==> config.mk <==
export PLATFORM = sky130hd
export DESIGN_NAME = hmac_tag_tx
export DESIGN_NICKNAME = d
export VERILOG_FILES = /design/src/rtl/hmac_tag_tx.sv
export SDC_FILE = /design/constraint.sdc
export NUM_CORES = 1
export LEC_CHECK = 0
export CORE_MARGIN = 2
export CORE_UTILIZATION = 25
export DETAILED_ROUTE_END_ITERATION = 12
export SETUP_SLACK_MARGIN = 0.2
export SYNTH_ARGS = -nofsm -noshare
export SYNTH_HDL_FRONTEND = slang
export SYNTH_SLANG_ARGS = --single-unit
==> constraint.sdc <==
create_clock -name clk -period 4.75 [get_ports clk]
set_input_delay 1.425 -clock clk [delete_from_list [all_inputs] [get_ports clk]]
set_output_delay 1.425 -clock clk [all_outputs]
set_load 0.02 [all_outputs]
==> src/rtl/hmac_tag_tx.sv <==
// hmac_tag_tx: transmit-side HMAC-SHA1 framer.
// The message is written into a FIFO and handed to the external HMAC engine
// in the same cycle. The FIFO drains to the master stream while the engine
// works. After the last message word, the 160-bit digest is emitted as tag
// words H0..H4, and t_last is asserted on H4.
// Optional feature: define HMAC_TX_LEN_CNT_EN to add the msg_len output.
// msg_len is the word count of the last completed frame.
module hmac_tag_tx #(
  parameter int DEPTH = 16
) (
  input  logic          clk,
  input  logic          rst_n,
  input  logic          s_t_valid,
  input  logic          s_t_last,
  input  logic [31:0]   s_t_data,
  output logic          s_t_ready,
  output logic          eng_valid,
  output logic          eng_last,
  output logic [31:0]   eng_data,
  input  logic          eng_ready,
  input  logic          digest_valid,
  input  logic [159:0]  digest,
  output logic          m_t_valid,
  output logic          m_t_last,
  output logic [31:0]   m_t_data,
  input  logic          m_t_ready,
  output logic          busy
`ifdef HMAC_TX_LEN_CNT_EN
  ,output logic [15:0]  msg_len
`endif
);

  localparam int AW = $clog2(DEPTH);
  localparam logic [AW:0] PTR_ONE = {{AW{1'b0}}, 1'b1};

  typedef enum logic [1:0] {
    ST_LOAD     = 2'd0,
    ST_WAIT_DIG = 2'd1,
    ST_TAG      = 2'd2
  } state_e;

  state_e         state_q, state_d;
  logic [AW:0]    wr_ptr_q, wr_ptr_d;
  logic [AW:0]    rd_ptr_q, rd_ptr_d;
  logic [31:0]    mem_q [DEPTH];
  logic           dig_ok_q, dig_ok_d;
  logic [159:0]   tag_q, tag_d;
  logic [2:0]     cnt_q, cnt_d;

  logic           fifo_full;
  logic           fifo_empty;
  logic           push;
  logic           pop;
  logic           m_hs;
  logic [31:0]    tag_word;

  assign fifo_empty = (wr_ptr_q == rd_ptr_q);
  assign fifo_full  = (wr_ptr_q[AW] != rd_ptr_q[AW]) &&
                      (wr_ptr_q[AW-1:0] == rd_ptr_q[AW-1:0]);

  // Select the tag word that the counter points at. H0 is the most significant word.
  always_comb begin
    tag_word = 32'd0;
    case (cnt_q)
      3'd0:    tag_word = tag_q[159:128];
      3'd1:    tag_word = tag_q[127:96];
      3'd2:    tag_word = tag_q[95:64];
      3'd3:    tag_word = tag_q[63:32];
      3'd4:    tag_word = tag_q[31:0];
      default: tag_word = 32'd0;
    endcase
  end

  // Stream-facing outputs.
  // The slave side is open only in LOAD. The master shows the tag in TAG, and otherwise shows the FIFO head.
  always_comb begin
    s_t_ready = 1'b0;
    eng_valid = 1'b0;
    eng_data  = s_t_data;
    eng_last  = s_t_last;
    m_t_valid = 1'b0;
    m_t_last  = 1'b0;
    m_t_data  = 32'd0;
    if (state_q == ST_LOAD) begin
      s_t_ready = eng_ready & ~fifo_full;
      eng_valid = s_t_valid & ~fifo_full;
    end else begin
      s_t_ready = 1'b0;
      eng_valid = 1'b0;
    end
    if (state_q == ST_TAG) begin
      m_t_valid = 1'b1;
      m_t_last  = (cnt_q == 3'd4);
      m_t_data  = tag_word;
    end else if (!fifo_empty) begin
      m_t_valid = 1'b1;
      m_t_data  = mem_q[rd_ptr_q[AW-1:0]];
    end else begin
      m_t_valid = 1'b0;
    end
  end

  assign busy = (state_q != ST_LOAD) || !fifo_empty;
  assign push = s_t_valid & s_t_ready;
  assign m_hs = m_t_valid & m_t_ready;
  assign pop  = m_hs & (state_q != ST_TAG);

  // Next-state logic for the pointers, the digest capture, the tag counter and the FSM.
  // WAIT_DIG moves to TAG when the FIFO will be empty after this cycle, so H0 follows the last message word with no gap.
  always_comb begin
    state_d  = state_q;
    wr_ptr_d = wr_ptr_q;
    rd_ptr_d = rd_ptr_q;
    dig_ok_d = dig_ok_q;
    tag_d    = tag_q;
    cnt_d    = cnt_q;
    if (push) begin
      wr_ptr_d = wr_ptr_q + PTR_ONE;
    end else begin
      wr_ptr_d = wr_ptr_q;
    end
    if (pop) begin
      rd_ptr_d = rd_ptr_q + PTR_ONE;
    end else begin
      rd_ptr_d = rd_ptr_q;
    end
    case (state_q)
      ST_LOAD: begin
        if (push && s_t_last) begin
          state_d = ST_WAIT_DIG;
        end else begin
          state_d = ST_LOAD;
        end
      end
      ST_WAIT_DIG: begin
        if (digest_valid) begin
          dig_ok_d = 1'b1;
          tag_d    = digest;
        end else begin
          dig_ok_d = dig_ok_q;
        end
        if (dig_ok_d && (wr_ptr_d == rd_ptr_d)) begin
          state_d = ST_TAG;
        end else begin
          state_d = ST_WAIT_DIG;
        end
      end
      ST_TAG: begin
        if (m_hs) begin
          if (cnt_q == 3'd4) begin
            cnt_d    = 3'd0;
            dig_ok_d = 1'b0;
            state_d  = ST_LOAD;
          end else begin
            cnt_d = cnt_q + 3'd1;
          end
        end else begin
          cnt_d = cnt_q;
        end
      end
      default: begin
        state_d = ST_LOAD;
      end
    endcase
  end

  // Control registers. All of them clear at once on reset.
  always_ff @(posedge clk or negedge rst_n) begin
    if (!rst_n) begin
      state_q  <= ST_LOAD;
      wr_ptr_q <= '0;
      rd_ptr_q <= '0;
      dig_ok_q <= 1'b0;
      tag_q    <= 160'd0;
      cnt_q    <= 3'd0;
    end else begin
      state_q  <= state_d;
      wr_ptr_q <= wr_ptr_d;
      rd_ptr_q <= rd_ptr_d;
      dig_ok_q <= dig_ok_d;
      tag_q    <= tag_d;
      cnt_q    <= cnt_d;
    end
  end

  // FIFO storage. The pointers qualify its contents, so the storage needs no reset.
  always_ff @(posedge clk) begin
    if (push) begin
      mem_q[wr_ptr_q[AW-1:0]] <= s_t_data;
    end
  end

`ifdef HMAC_TX_LEN_CNT_EN
  logic [15:0] len_cnt_q, len_cnt_d;
  logic [15:0] msg_len_q, msg_len_d;

  // Count the words of the current frame, saturating at 0xFFFF. Publish the count on the H4 handshake.
  always_comb begin
    len_cnt_d = len_cnt_q;
    msg_len_d = msg_len_q;
    if ((state_q == ST_TAG) && m_hs && (cnt_q == 3'd4)) begin
      msg_len_d = len_cnt_q;
      len_cnt_d = 16'd0;
    end else if (push && (len_cnt_q != 16'hFFFF)) begin
      len_cnt_d = len_cnt_q + 16'd1;
    end else begin
      len_cnt_d = len_cnt_q;
    end
  end

  // Registers for the length counter and the published length.
  always_ff @(posedge clk or negedge rst_n) begin
    if (!rst_n) begin
      len_cnt_q <= 16'd0;
      msg_len_q <= 16'd0;
    end else begin
      len_cnt_q <= len_cnt_d;
      msg_len_q <= msg_len_d;
    end
  end

  assign msg_len = msg_len_q;
`endif

endmodule

==> flow_metrics.tcl <==
set metrics [dict create \
    drtPass1Iterations 6 \
    grt_setup_unrepaired "true" \
    peakVddDrop_mv 0.2606 \
    setup_viol 0 \
    cp.required_ns 3.32 \
    worstSetupEndpointType "primary output" \
    synth-async-reset-ratio_pct 25.58 \
    hp-start "tag_q[80]" \
    crit_start "rd_ptr_q[0]" \
    fmax_mhz 220.4 \
    htree_levels 3 \
    first_global_vias 16150 \
    num_vias 14780 \
    final_net_count 1994 \
    core_area_um2 110400 \
    antenna_left 0 \
    layout_commonest_cell "edfxtp_1" \
    grt_most_used_layer "met2" \
    cp_slowest_cell "mux4_2" \
    viasPerCell 4.440 \
    cts_hold_buffers 0 \
    yosysWarnings 0 \
    met2_usage_pct 23.32 \
    routedWlPerCell_um 22.64 \
    maxSlewHeadroom_pct 39.88 \
    final_util_pct 32.39 \
    cts-root-buf "clkbuf_16" \
    cellPowerDensity_nw_per_um2 602.7 \
    final_cell_mix "edfxtp_1, clkdlybuf4s50_1, dfrtp_1" \
    gr-usage-met1_pct 15.98 \
    dieArea_um2 113800 \
    path_cells "buf_12 > buf_16 > bufbuf_16 > mux4_2 > mux4_2 > inv_1 > o22ai_1 > buf_2" \
    drt_iter0_markers 1095 \
    portBuffers 268 \
    grt_util_all_layers_pct 13.06 \
    placed_area_um2 32970 \
    grt_start_max_net_pins 95 \
    cts_tree "done" \
    yosysSeqAreaShare_pct 71.22 \
    critical_path_arrival_ns 3.11 \
    syn_area_um2 27770 \
    clock_latency_ns 0.63 \
    area_growth_pct 28.72 \
    ys_ff_latch 688 \
    syn_inst 1432 \
    place_congestion 0.7979 \
    crit_path_max_incr_delay_ns 0.52 \
    clk_path_buf_depth 3 \
    fin_area_um2 35750 \
    total_power_mw 21.54 \
    ys_top_cells_by_area "edfxtp_1, dfrtp_1, mux4_2" \
    synth_top_area_share_pct 55.36 \
    tightestPinTransition_ns 0.9019 \
    synth_edf_count 512 \
    io_pins 269 \
    synth_flop_cell "edfxtp_1" \
    dp_hpwl_um 47560 \
    grt_use_met3_pct 2.444 \
    drv_cap 0 \
    drive_gt1_share_pct 34.62 \
    syn_nets 1641 \
    globalRouteOverflowTotal 0 \
    critPathLaunchType "register" \
    ys_types 50 \
    status "finished clean" \
    antenna_found_initial 4 \
    total_leakage_power_nw 12.33 \
    hold_path.class "reg2reg" \
    min_period_ns 4.537 \
    netlist.top_cell.by_area "edfxtp_1" \
    hold_viol 0 \
    dieWidth_um 337.3 \
    critical_path.n_buffers_inverters 5 \
    drv_slew 0 \
    chipHeight_um 337.3 \
    worstReg2RegStart "rd_ptr_q[0]" \
    totalNegativeSetupSlack_ns 0 \
    wl_um 75360 \
    num_rows 122 \
    cp_max_fo 12 \
    path_class "reg2out" \
    cp_common_cell "mux4_2" \
    route.detailed.drc 0 \
    fin_worst_skew_ns 0.02149 \
    avgSynthCellArea_um2 19.39 \
    start_util_pct 25.16 \
    crit_family "multiplexers" \
    clock_sinks 688 \
    clk_pin_slew_ns 0.06 \
    cts_made_buffers 69 \
    fin_crit_sh_pct 95.51 \
    grt_pass1_wl_um 108700 \
]
## worst register-to-register path, stage by stage (launching register included)
cell     delay (ns)
dfrtp_4        0.54
buf_4          0.19
xnor2_2        0.22
nand4_1        0.22
buf_4          0.22
o21ai_0        0.63
nor2_1         0.14
and3_2         0.45
buf_12         0.25
## final timing paths
| kind | cells past startpoint | endpoint | slack [ns] |
|---|---|---|---|
| worst max-delay path | 8 | m_t_data[15] | 0.21 |
| worst min-delay path | 1 | tag_q[80] | 0.51 |
| worst max register to register | 8 | mem_q[10][10] | 1.64 |
| worst min register to register | 1 | tag_q[80] | 0.51 |
| max in group asynchronous | 2 | tag_q[76] | 2.90 |
| min in group asynchronous | 1 | tag_q[117] | 0.93 |
## layer usage
layer	wire, µm	vias up
met4	1512	6
met1	31100	7825
met5	31	-
met2	38790	396
li1	-	6454
met3	3923	100
## sequential cells by signal, indices dropped and copies added (netlist names)
register	count
cnt_q	3
dig_ok_q	1
mem_q	512
rd_ptr_q	5
state_q	2
tag_q	160
wr_ptr_q	5
## synth_stat cells (all sizes together) (4+ instances only)
cell	instances
o21a	10
nor2	9
a222oi	10
and2	11
xnor2	10
nand2	59
xor2	6
buf	61
clkbuf	56
a221oi	22
a21oi	7
a22oi	32
inv	40
nor3	5
nand4	4
dfrtp	176
o21ai	5
mux4	160
ha	10
o22ai	34
and3	4
nor2b	7
mux2	162
and4	4
edfxtp	512
## through the flow
stage               std cells  setup slack, ns  hold WS [ns]
finish                   3329           0.2131        0.5054
global route             3328           0.1193        0.5121
CTS                      3321          0.07015        0.5063
detailed placement       3169           0.1310        0.4927
global placement         3169          0.06513        0.4871
floorplan                1432           0.7857        0.4790
## cell type report
| cell class | count | area, µm² |
|---|---|---|
| fill | 10500 | 74620 |
| sequential | 688 | 19790 |
| multi-input combinational | 587 | 7387 |
| timing repair buffer | 399 | 4279 |
| tap | 1488 | 1862 |
| clock buffer | 88 | 1838 |
| clock inverter | 38 | 431.7 |
| inverter | 40 | 156.4 |
| antenna | 1 | 2.502 |
## repair_timing
item | in CTS | in global routing
pin swaps | 2 | 0
gates cloned | 5 | 2
endpoints found under the setup margin | 31 | 18
resized for setup | 120 | 24
setup buffers | 21 | 5
## where the power goes
| part | switching [mW] | leakage (nW) | internal, mW |
|---|---|---|---|
| combinational | 4.02 | 4.56 | 4.08 |
| sequential | 0.559 | 6.68 | 7.40 |
| clock | 2.33 | 1.09 | 3.16 |
| total | 6.91 | 12.3 | 14.6 |
## cell families (layout without fill, tap and decap cells)
| kind of cell | after synthesis | count (layout) | share of synthesized area, % |
|---|---|---|---|
| compound gates | 130 | 130 | 3.528 |
| xor+xnor | 17 | 17 | 0.6668 |
| fa+ha+maj | 10 | 10 | 0.4506 |
| buf+inv | 157 | 565 | 2.690 |
| flops | 688 | 688 | 71.22 |
| mux | 322 | 322 | 19.54 |
| simple gates | 108 | 108 | 1.897 |
| other cells | 0 | 1 | 0 |
No activity file was read; power rests on OpenSTA's default activity.
